--- src/rtl/fetch_unit.sv ---
// Instruction-fetch stage: PC register, single-outstanding instruction-memory
// request handshake and the IF/ID pipeline register. A stall freezes PC and
// IF/ID. A flush kills the fetched instruction and redirects the PC.
module fetch_unit #(
  parameter int               WIDTH    = 32,
  parameter logic [WIDTH-1:0] RESET_PC = '0,
  parameter logic [WIDTH-1:0] NOP      = WIDTH'(32'h0000_0013)
) (
  input  logic             clk,
  input  logic             rst,
  input  logic             stall,
  input  logic             flush,
  input  logic [WIDTH-1:0] redirect_pc,
  output logic             imem_req,
  output logic [WIDTH-1:0] imem_addr,
  input  logic             imem_rvalid,
  input  logic [WIDTH-1:0] imem_rdata,
  output logic [WIDTH-1:0] pc_d,
  output logic [WIDTH-1:0] instruction_d,
  output logic             valid_d
);

  // IDLE: first cycle after reset. FETCH: request outstanding at pc_f.
  // HOLD: response captured during a stall. DROP: waiting out a killed request.
  typedef enum logic [1:0] {IDLE, FETCH, HOLD, DROP} state_t;

  state_t           state_reg, state_next;
  logic [WIDTH-1:0] pc_f_reg, pc_f_next;
  logic [WIDTH-1:0] req_addr_reg, req_addr_next;
  logic [WIDTH-1:0] pc_d_reg, pc_d_next;
  logic [WIDTH-1:0] instr_d_reg, instr_d_next;
  logic             valid_d_reg, valid_d_next;
  logic [WIDTH-1:0] hold_buf_reg, hold_buf_next;

  logic [WIDTH-1:0] pc_f_inc;
  logic [WIDTH-1:0] target_pc;
  logic             unused_low_bits;

  // Sequential PC wraps modulo 2^WIDTH; redirect targets are forced word aligned.
  assign pc_f_inc        = pc_f_reg + WIDTH'(4);
  assign target_pc       = {redirect_pc[WIDTH-1:2], 2'b00};
  assign unused_low_bits = ^redirect_pc[1:0];

  // A request is live in FETCH and DROP; address is held in a register so it
  // stays stable until the response is seen.
  assign imem_req      = (state_reg == FETCH) || (state_reg == DROP);
  assign imem_addr     = req_addr_reg;
  assign pc_d          = pc_d_reg;
  assign instruction_d = instr_d_reg;
  assign valid_d       = valid_d_reg;

  // Next-state and IF/ID update; every register holds unless a case says otherwise.
  always_comb begin
    state_next    = state_reg;
    pc_f_next     = pc_f_reg;
    req_addr_next = req_addr_reg;
    pc_d_next     = pc_d_reg;
    instr_d_next  = instr_d_reg;
    valid_d_next  = valid_d_reg;
    hold_buf_next = hold_buf_reg;
    case (state_reg)
      IDLE: begin
        state_next    = FETCH;
        req_addr_next = pc_f_reg;
      end
      FETCH: begin
        if (flush) begin
          instr_d_next = NOP;
          valid_d_next = 1'b0;
          pc_f_next    = target_pc;
          if (imem_rvalid) begin
            req_addr_next = target_pc;
          end else begin
            // The killed request must still complete before a new one issues.
            state_next = DROP;
          end
        end else if (imem_rvalid) begin
          if (stall) begin
            hold_buf_next = imem_rdata;
            state_next    = HOLD;
          end else begin
            pc_d_next     = pc_f_reg;
            instr_d_next  = imem_rdata;
            valid_d_next  = 1'b1;
            pc_f_next     = pc_f_inc;
            req_addr_next = pc_f_inc;
          end
        end else if (!stall) begin
          instr_d_next = NOP;
          valid_d_next = 1'b0;
        end
      end
      HOLD: begin
        if (flush) begin
          instr_d_next  = NOP;
          valid_d_next  = 1'b0;
          pc_f_next     = target_pc;
          req_addr_next = target_pc;
          state_next    = FETCH;
        end else if (!stall) begin
          pc_d_next     = pc_f_reg;
          instr_d_next  = hold_buf_reg;
          valid_d_next  = 1'b1;
          pc_f_next     = pc_f_inc;
          req_addr_next = pc_f_inc;
          state_next    = FETCH;
        end
      end
      DROP: begin
        if (flush) begin
          instr_d_next = NOP;
          valid_d_next = 1'b0;
          pc_f_next    = target_pc;
          if (imem_rvalid) begin
            req_addr_next = target_pc;
            state_next    = FETCH;
          end
        end else begin
          if (imem_rvalid) begin
            req_addr_next = pc_f_reg;
            state_next    = FETCH;
          end
          if (!stall) begin
            instr_d_next = NOP;
            valid_d_next = 1'b0;
          end
        end
      end
      default: begin
        state_next = IDLE;
      end
    endcase
  end

  // State and pipeline registers with synchronous reset overriding everything.
  always_ff @(posedge clk) begin
    if (rst) begin
      state_reg    <= IDLE;
      pc_f_reg     <= RESET_PC;
      req_addr_reg <= RESET_PC;
      pc_d_reg     <= '0;
      instr_d_reg  <= NOP;
      valid_d_reg  <= 1'b0;
      hold_buf_reg <= '0;
    end else begin
      state_reg    <= state_next;
      pc_f_reg     <= pc_f_next;
      req_addr_reg <= req_addr_next;
      pc_d_reg     <= pc_d_next;
      instr_d_reg  <= instr_d_next;
      valid_d_reg  <= valid_d_next;
      hold_buf_reg <= hold_buf_next;
    end
  end

endmodule
--- config.mk ---
export PLATFORM = sky130hd
export DESIGN_NAME = fetch_unit
export DESIGN_NICKNAME = d
export VERILOG_FILES = /design/src/rtl/fetch_unit.sv
export SDC_FILE = /design/constraint.sdc
export NUM_CORES = 1
export LEC_CHECK = 0
export BUFFER_PORTS_ARGS = -buffer_cell sky130_fd_sc_hd__buf_2
export CAP_MARGIN = 20
export CORE_MARGIN = 1
export CORE_UTILIZATION = 50
export CTS_CLUSTER_SIZE = 10
export DETAILED_ROUTE_END_ITERATION = 6
export PLACE_DENSITY = 0.77
export SETUP_SLACK_MARGIN = 0.5
export SYNTH_ARGS = -nofsm -noshare
export SYNTH_HDL_FRONTEND = slang
export SYNTH_SLANG_ARGS = --single-unit
--- constraint.sdc ---
create_clock -name clk -period 4.7 [get_ports clk]
set_input_delay 0.94 -clock clk [delete_from_list [all_inputs] [get_ports clk]]
set_output_delay 0.94 -clock clk [all_outputs]
set_load 0.03 [all_outputs]
; ---- Word-level counts from Yosys, hierarchy flattened
; Cells that the tools add are included.
[totals]
reg_bits = 163
wordCells = 75
out_inout_bits = 98
[op_classes]
mux = 42
n_bitwise = 1
add_sub_neg = 1
reduce_logical = 10
n_eq_ne = 14
[ops]
columns = op, count
row1 = 2-to-1 mux 32 bit, 23
row2 = one-hot mux 32 bit (3 select lines), 2
row3 = one-hot mux 32 bit (4 select lines), 1
row4 = one-hot mux 32 bit (2 select lines), 1
row5 = adder 32 x 3 -> 32 bit (second input constant), 1
row6 = inequality test 3 bit (second input constant), 5
row7 = 2-to-1 mux 2 bit, 7
row8 = inequality test 2 bit (second input constant), 5
row9 = one-hot mux 2 bit (4 select lines), 1
row10 = AND reduction 4 bit, 2
row11 = 2-to-1 mux 1 bit, 6
row12 = AND reduction 3 bit, 2
row13 = AND reduction 5 bit, 1
row14 = equality test 2 bit (second input constant), 2
row15 = inequality test 4 bit (second input constant), 1
row16 = one-hot mux 1 bit (3 select lines), 1
row17 = nonzero test 3 bit, 1
row18 = equality test 2 x 1 -> 1 bit (second input constant), 1
row19 = logical NOT 2 bit, 1
row20 = AND reduction 2 bit, 1
row21 = nonzero test 2 bit, 1
row22 = logical OR 1 bit, 1
row23 = inverter 1 bit, 1

; ---- Depth between registers and ports, before layout
[depth]
depth_word = 5
mapped_depth = 11
mapped_depth_nobuf = 7

; ---- Worst setup path before layout
; Ideal clock, no wire load.
[synth_timing]
path_kind = input-to-reg
start = input port imem_rvalid
end = register req_addr_reg[6], in the netlist imem_addr[6]
required_time_ns = 4.582
t_arrival_ns = 2.290
path_slack_ns = 2.292
cell_stages = 7
n_path_buf = 2
cell_sequence = buf_2 buf_2 mux2_2 a221oi_1 o211ai_1 a21oi_1 nor2_1
[synth_via]
elab_chain_len = 3
[synth_lines]
columns = item, line_no
row1 = from (decl), 16  ; input logic imem_rvalid,
row2 = 2-to-1 mux 32 bit, n/a
row3 = 2-to-1 mux 32 bit (on tied branches), n/a
row4 = one-hot mux 32 bit (4 select lines), n/a
row5 = to (signal assigned), 148  ; req_addr_reg <= req_addr_next;
row6 = to (decl), 29  ; logic [WIDTH-1:0] req_addr_reg, req_addr_next;
; Several ways; a longest one is shown, not always the timed one.
; A chain may end at the register's enable or synchronous reset.

; ---- Worst setup path in the final report
[layout_timing]
start = register state_reg[1]
end = output port imem_req
[layout_via]
elab_chain_len = 2
[layout_lines]
columns = item, line_no
row1 = from (decl), 27  ; state_t state_reg, state_next;
row2 = from (signal assigned), 146  ; state_reg <= state_next;
row3 = equality test 2 x 1 -> 1 bit or equality test 2 bit (tied branches), 46  ; assign imem_req = (state_reg == FETCH) || (state_reg == DROP);
row4 = logical OR 1 bit (*), 46
row5 = to (decl), 14  ; output logic imem_req,
; Every way passes the cells marked *; elsewhere a longest branch is shown, timed or not.

==> results.ini <==
[timing]
rsz0062_at_grt = false
slew_headroom_pct = 24.55
setup_slack_ps = 1352
fin_crit_sh_pct = 71.24
max_freq_mhz = 298.6
hold_viol_final = 0
period_needed_ps = 3348
setup_viol = 0
whs_ps = 455.0
setup-tns-final_ps = 0
finalMaxSlewViolations = 0
fin_worst_skew_ps = 9.198
tightest_slew_ps = 1132

[status]
outcome = finished clean

[setup_path]
path_class = reg2out
regToRegSetupSlack_ps = 1600
crit_arrival_ps = 2410
required_ps = 3760
worst-path-max-fanout = 17
cp-start-kind = register
end_kind = primary output

[route]
wl_mm = 32.39
drt_iter0_markers = 1291
ant_nets = 0
vias = 10460
drc = 0
dr.pass1.iters = 7
viasPerCell = 6.482
avgRoutedWirePerCell_um = 20.07

[global_route]
grt_first_pass_wirelength_mm = 50.41
grt_overflow = 0
track_usage_pct = 32.13
antenna_found_initial = 2
grt_pass1_vias = 9266
grt_max_degree = 93

[synthesis]
ys_seq_area_share_pct = 32.95
synth.distinct_cells = 75
syn_area_per_cell_sq_um = 7.600
ys_ff_latch = 159
synth-edff-count = 0
ys.warnings.count = 0
syn_area_sq_mm = 0.009659
ys_async_sr_fraction_pct = 0
synth-compound-area-share_pct = 30.40
synth_fa_ha_area_share_pct = 0.6477
yosys.area_share.simple_pct = 21.87
synth_flop_cell = dfxtp_1
netlist_instances = 1271
synth_top_family_by_area = compound AO/OA/AOI/OAI gates
yosys.area.top_type_share_pct = 32.95
synth.area.top_cells = dfxtp_1 (33%), nand2_1 (7.2%), nor2_1 (4.9%)
synth_xor_area_share_pct = 0.4534
yosysTopAreaCell = dfxtp_1
synth.mux.area_fraction_pct = 6.541

[clock_network]
clock_sinks = 159
clk_pin_slew_worst_paths_ps = 70
clock-root-buffer = clkbuf_16
cts_resized = 0
ctsHtreeMaxLevel = 4
holdBufCountCts = 0
clk_path_buf_depth = 2
clock_latency_ps = 450
post_cts_buffers = 0
cts_buffers = 17
cts_tree = built

[worst_hold_path]
hold_class = reg2reg

[floorplan]
chipWidth_um = 141.0
ios = 167
rows = 50
coreArea_sq_mm = 0.01883
start_util_pct = 51.30
die_h_um = 141.0
die-area_sq_mm = 0.01988

[placement]
post-dp-hpwl_mm = 20.45
place_ws_ps = 1312
routabilityCongestion = 0.9750
io_buffers = 162

[cells_and_area]
fin_util_pct = 58.52
nets = 1414
n_fill_cell = 1726
drive_gt1_share_pct = 19.81
syn2layout_area_growth_pct = 14.08

[pwr]
cellLeakagePower_nw = 4.474
irDropWorstVdd_mv = 0.3011
power.density_mw_per_mm2 = 379.2

[job]
cap_viol_max_count = 0

-- power breakdown --
part / internal (mW) / leakage, nW / switching [mW]
clock network: 0.735 / 0.304 / 0.717
logic: 0.396 / 2.88 / 0.758
registers: 1.44 / 1.29 / 0.133
total: 2.57 / 4.47 / 1.61
-- kinds of logic after synthesis --
| kind of cell | after synthesis |
|---|---|
| other cells | 1 |
| fa+ha+maj | 5 |
| flops | 159 |
| simple gates | 450 |
| buf+inv | 158 |
| mux | 61 |
| xor+xnor | 5 |
| compound gates | 432 |
-- final cells by class --
| class | instances | area (sq um) | area share [%] |
|---|---|---|---|
| Tap cell | 260 | 325.3 | 2.952 |
| Sequential cell | 159 | 3183 | 28.89 |
| Timing Repair Buffer | 186 | 993.5 | 9.016 |
| Clock inverter | 15 | 203.9 | 1.851 |
| Inverter | 21 | 78.83 | 0.7153 |
| Multi-Input combinational cell | 955 | 5807 | 52.70 |
| Antenna cell | 1 | 2.502 | 0.02271 |
| Clock buffer | 17 | 425.4 | 3.861 |
-- path summary, 6_finish.rpt --
kind | start | depth (start not counted) | endpoint
setup reg to reg | state_reg[1]$_SDFFE_PP0P_ | 8 | instruction_d[25]$_SDFFE_PP0P_
hold reg to reg | hold_buf_reg[25]$_SDFFE_PP0P_ | 2 | hold_buf_reg[25]$_SDFFE_PP0P_
hold / removal | hold_buf_reg[25]$_SDFFE_PP0P_ | 2 | hold_buf_reg[25]$_SDFFE_PP0P_
setup / recovery | state_reg[1]$_SDFFE_PP0P_ | 5 | imem_req
-- metal layers --
metal	vias to the layer above	GRT usage [%]	wire length (um)
met5	-	0	0
met4	0	14.82	1119
met3	102	7.779	3606
met2	710	48.94	14550
met1	4857	42.86	13120
li1	4793	-	-
-- worst max-delay path, stage by stage, from the launching register on --
cell and delay (ps):
dfxtp_1 350, inv_1 90, ha_1 700, buf_4 380, or2_1 210, buf_2 240
-- placed cells by master (no fill, tap or decap), types with 11 or more instances in the layout --
cell type	n
a211oi_1	13
mux2_2	17
o211ai_1	12
a221oi_1	19
clkbuf_16	17
o22ai_1	19
a22oi_1	35
buf_4	25
nand2_1	185
nor2_1	125
nand3_1	20
a31oi_1	23
a21oi_1	89
inv_1	20
and3_1	12
and2_1	11
o21ai_0	91
a2bb2oi_1	30
dfxtp_1	159
mux2i_1	44
nand4_1	20
buf_2	161
-- Yosys cell counts (19+ instances only) --
cell and n:
nor2_1 127, a31oi_1 23, o22ai_1 19, a221oi_1 19, buf_2 38, inv_1 20, nand2_1 185, nand3_1 21
mux2i_1 44, o21ai_0 91, dfxtp_1 159, a21oi_1 89, a2bb2oi_1 30, a22oi_1 35, clkbuf_1 83, nand4_1 20
-- stage by stage --
| stage | instances | cell area, sq um | power (mW) |
|---|---|---|---|
| CTS | 1613 | 11020 | 4.153 |
| detailed placement | 1581 | 10390 | 2.717 |
| global placement | 1581 | 10390 | 2.696 |
| finish | 1614 | 11020 | 4.178 |
| global route | 1614 | 11020 | 4.337 |
| floorplan | 1272 | 9663 | 2.397 |
Note: power is estimated with default switching activity, not from simulation.
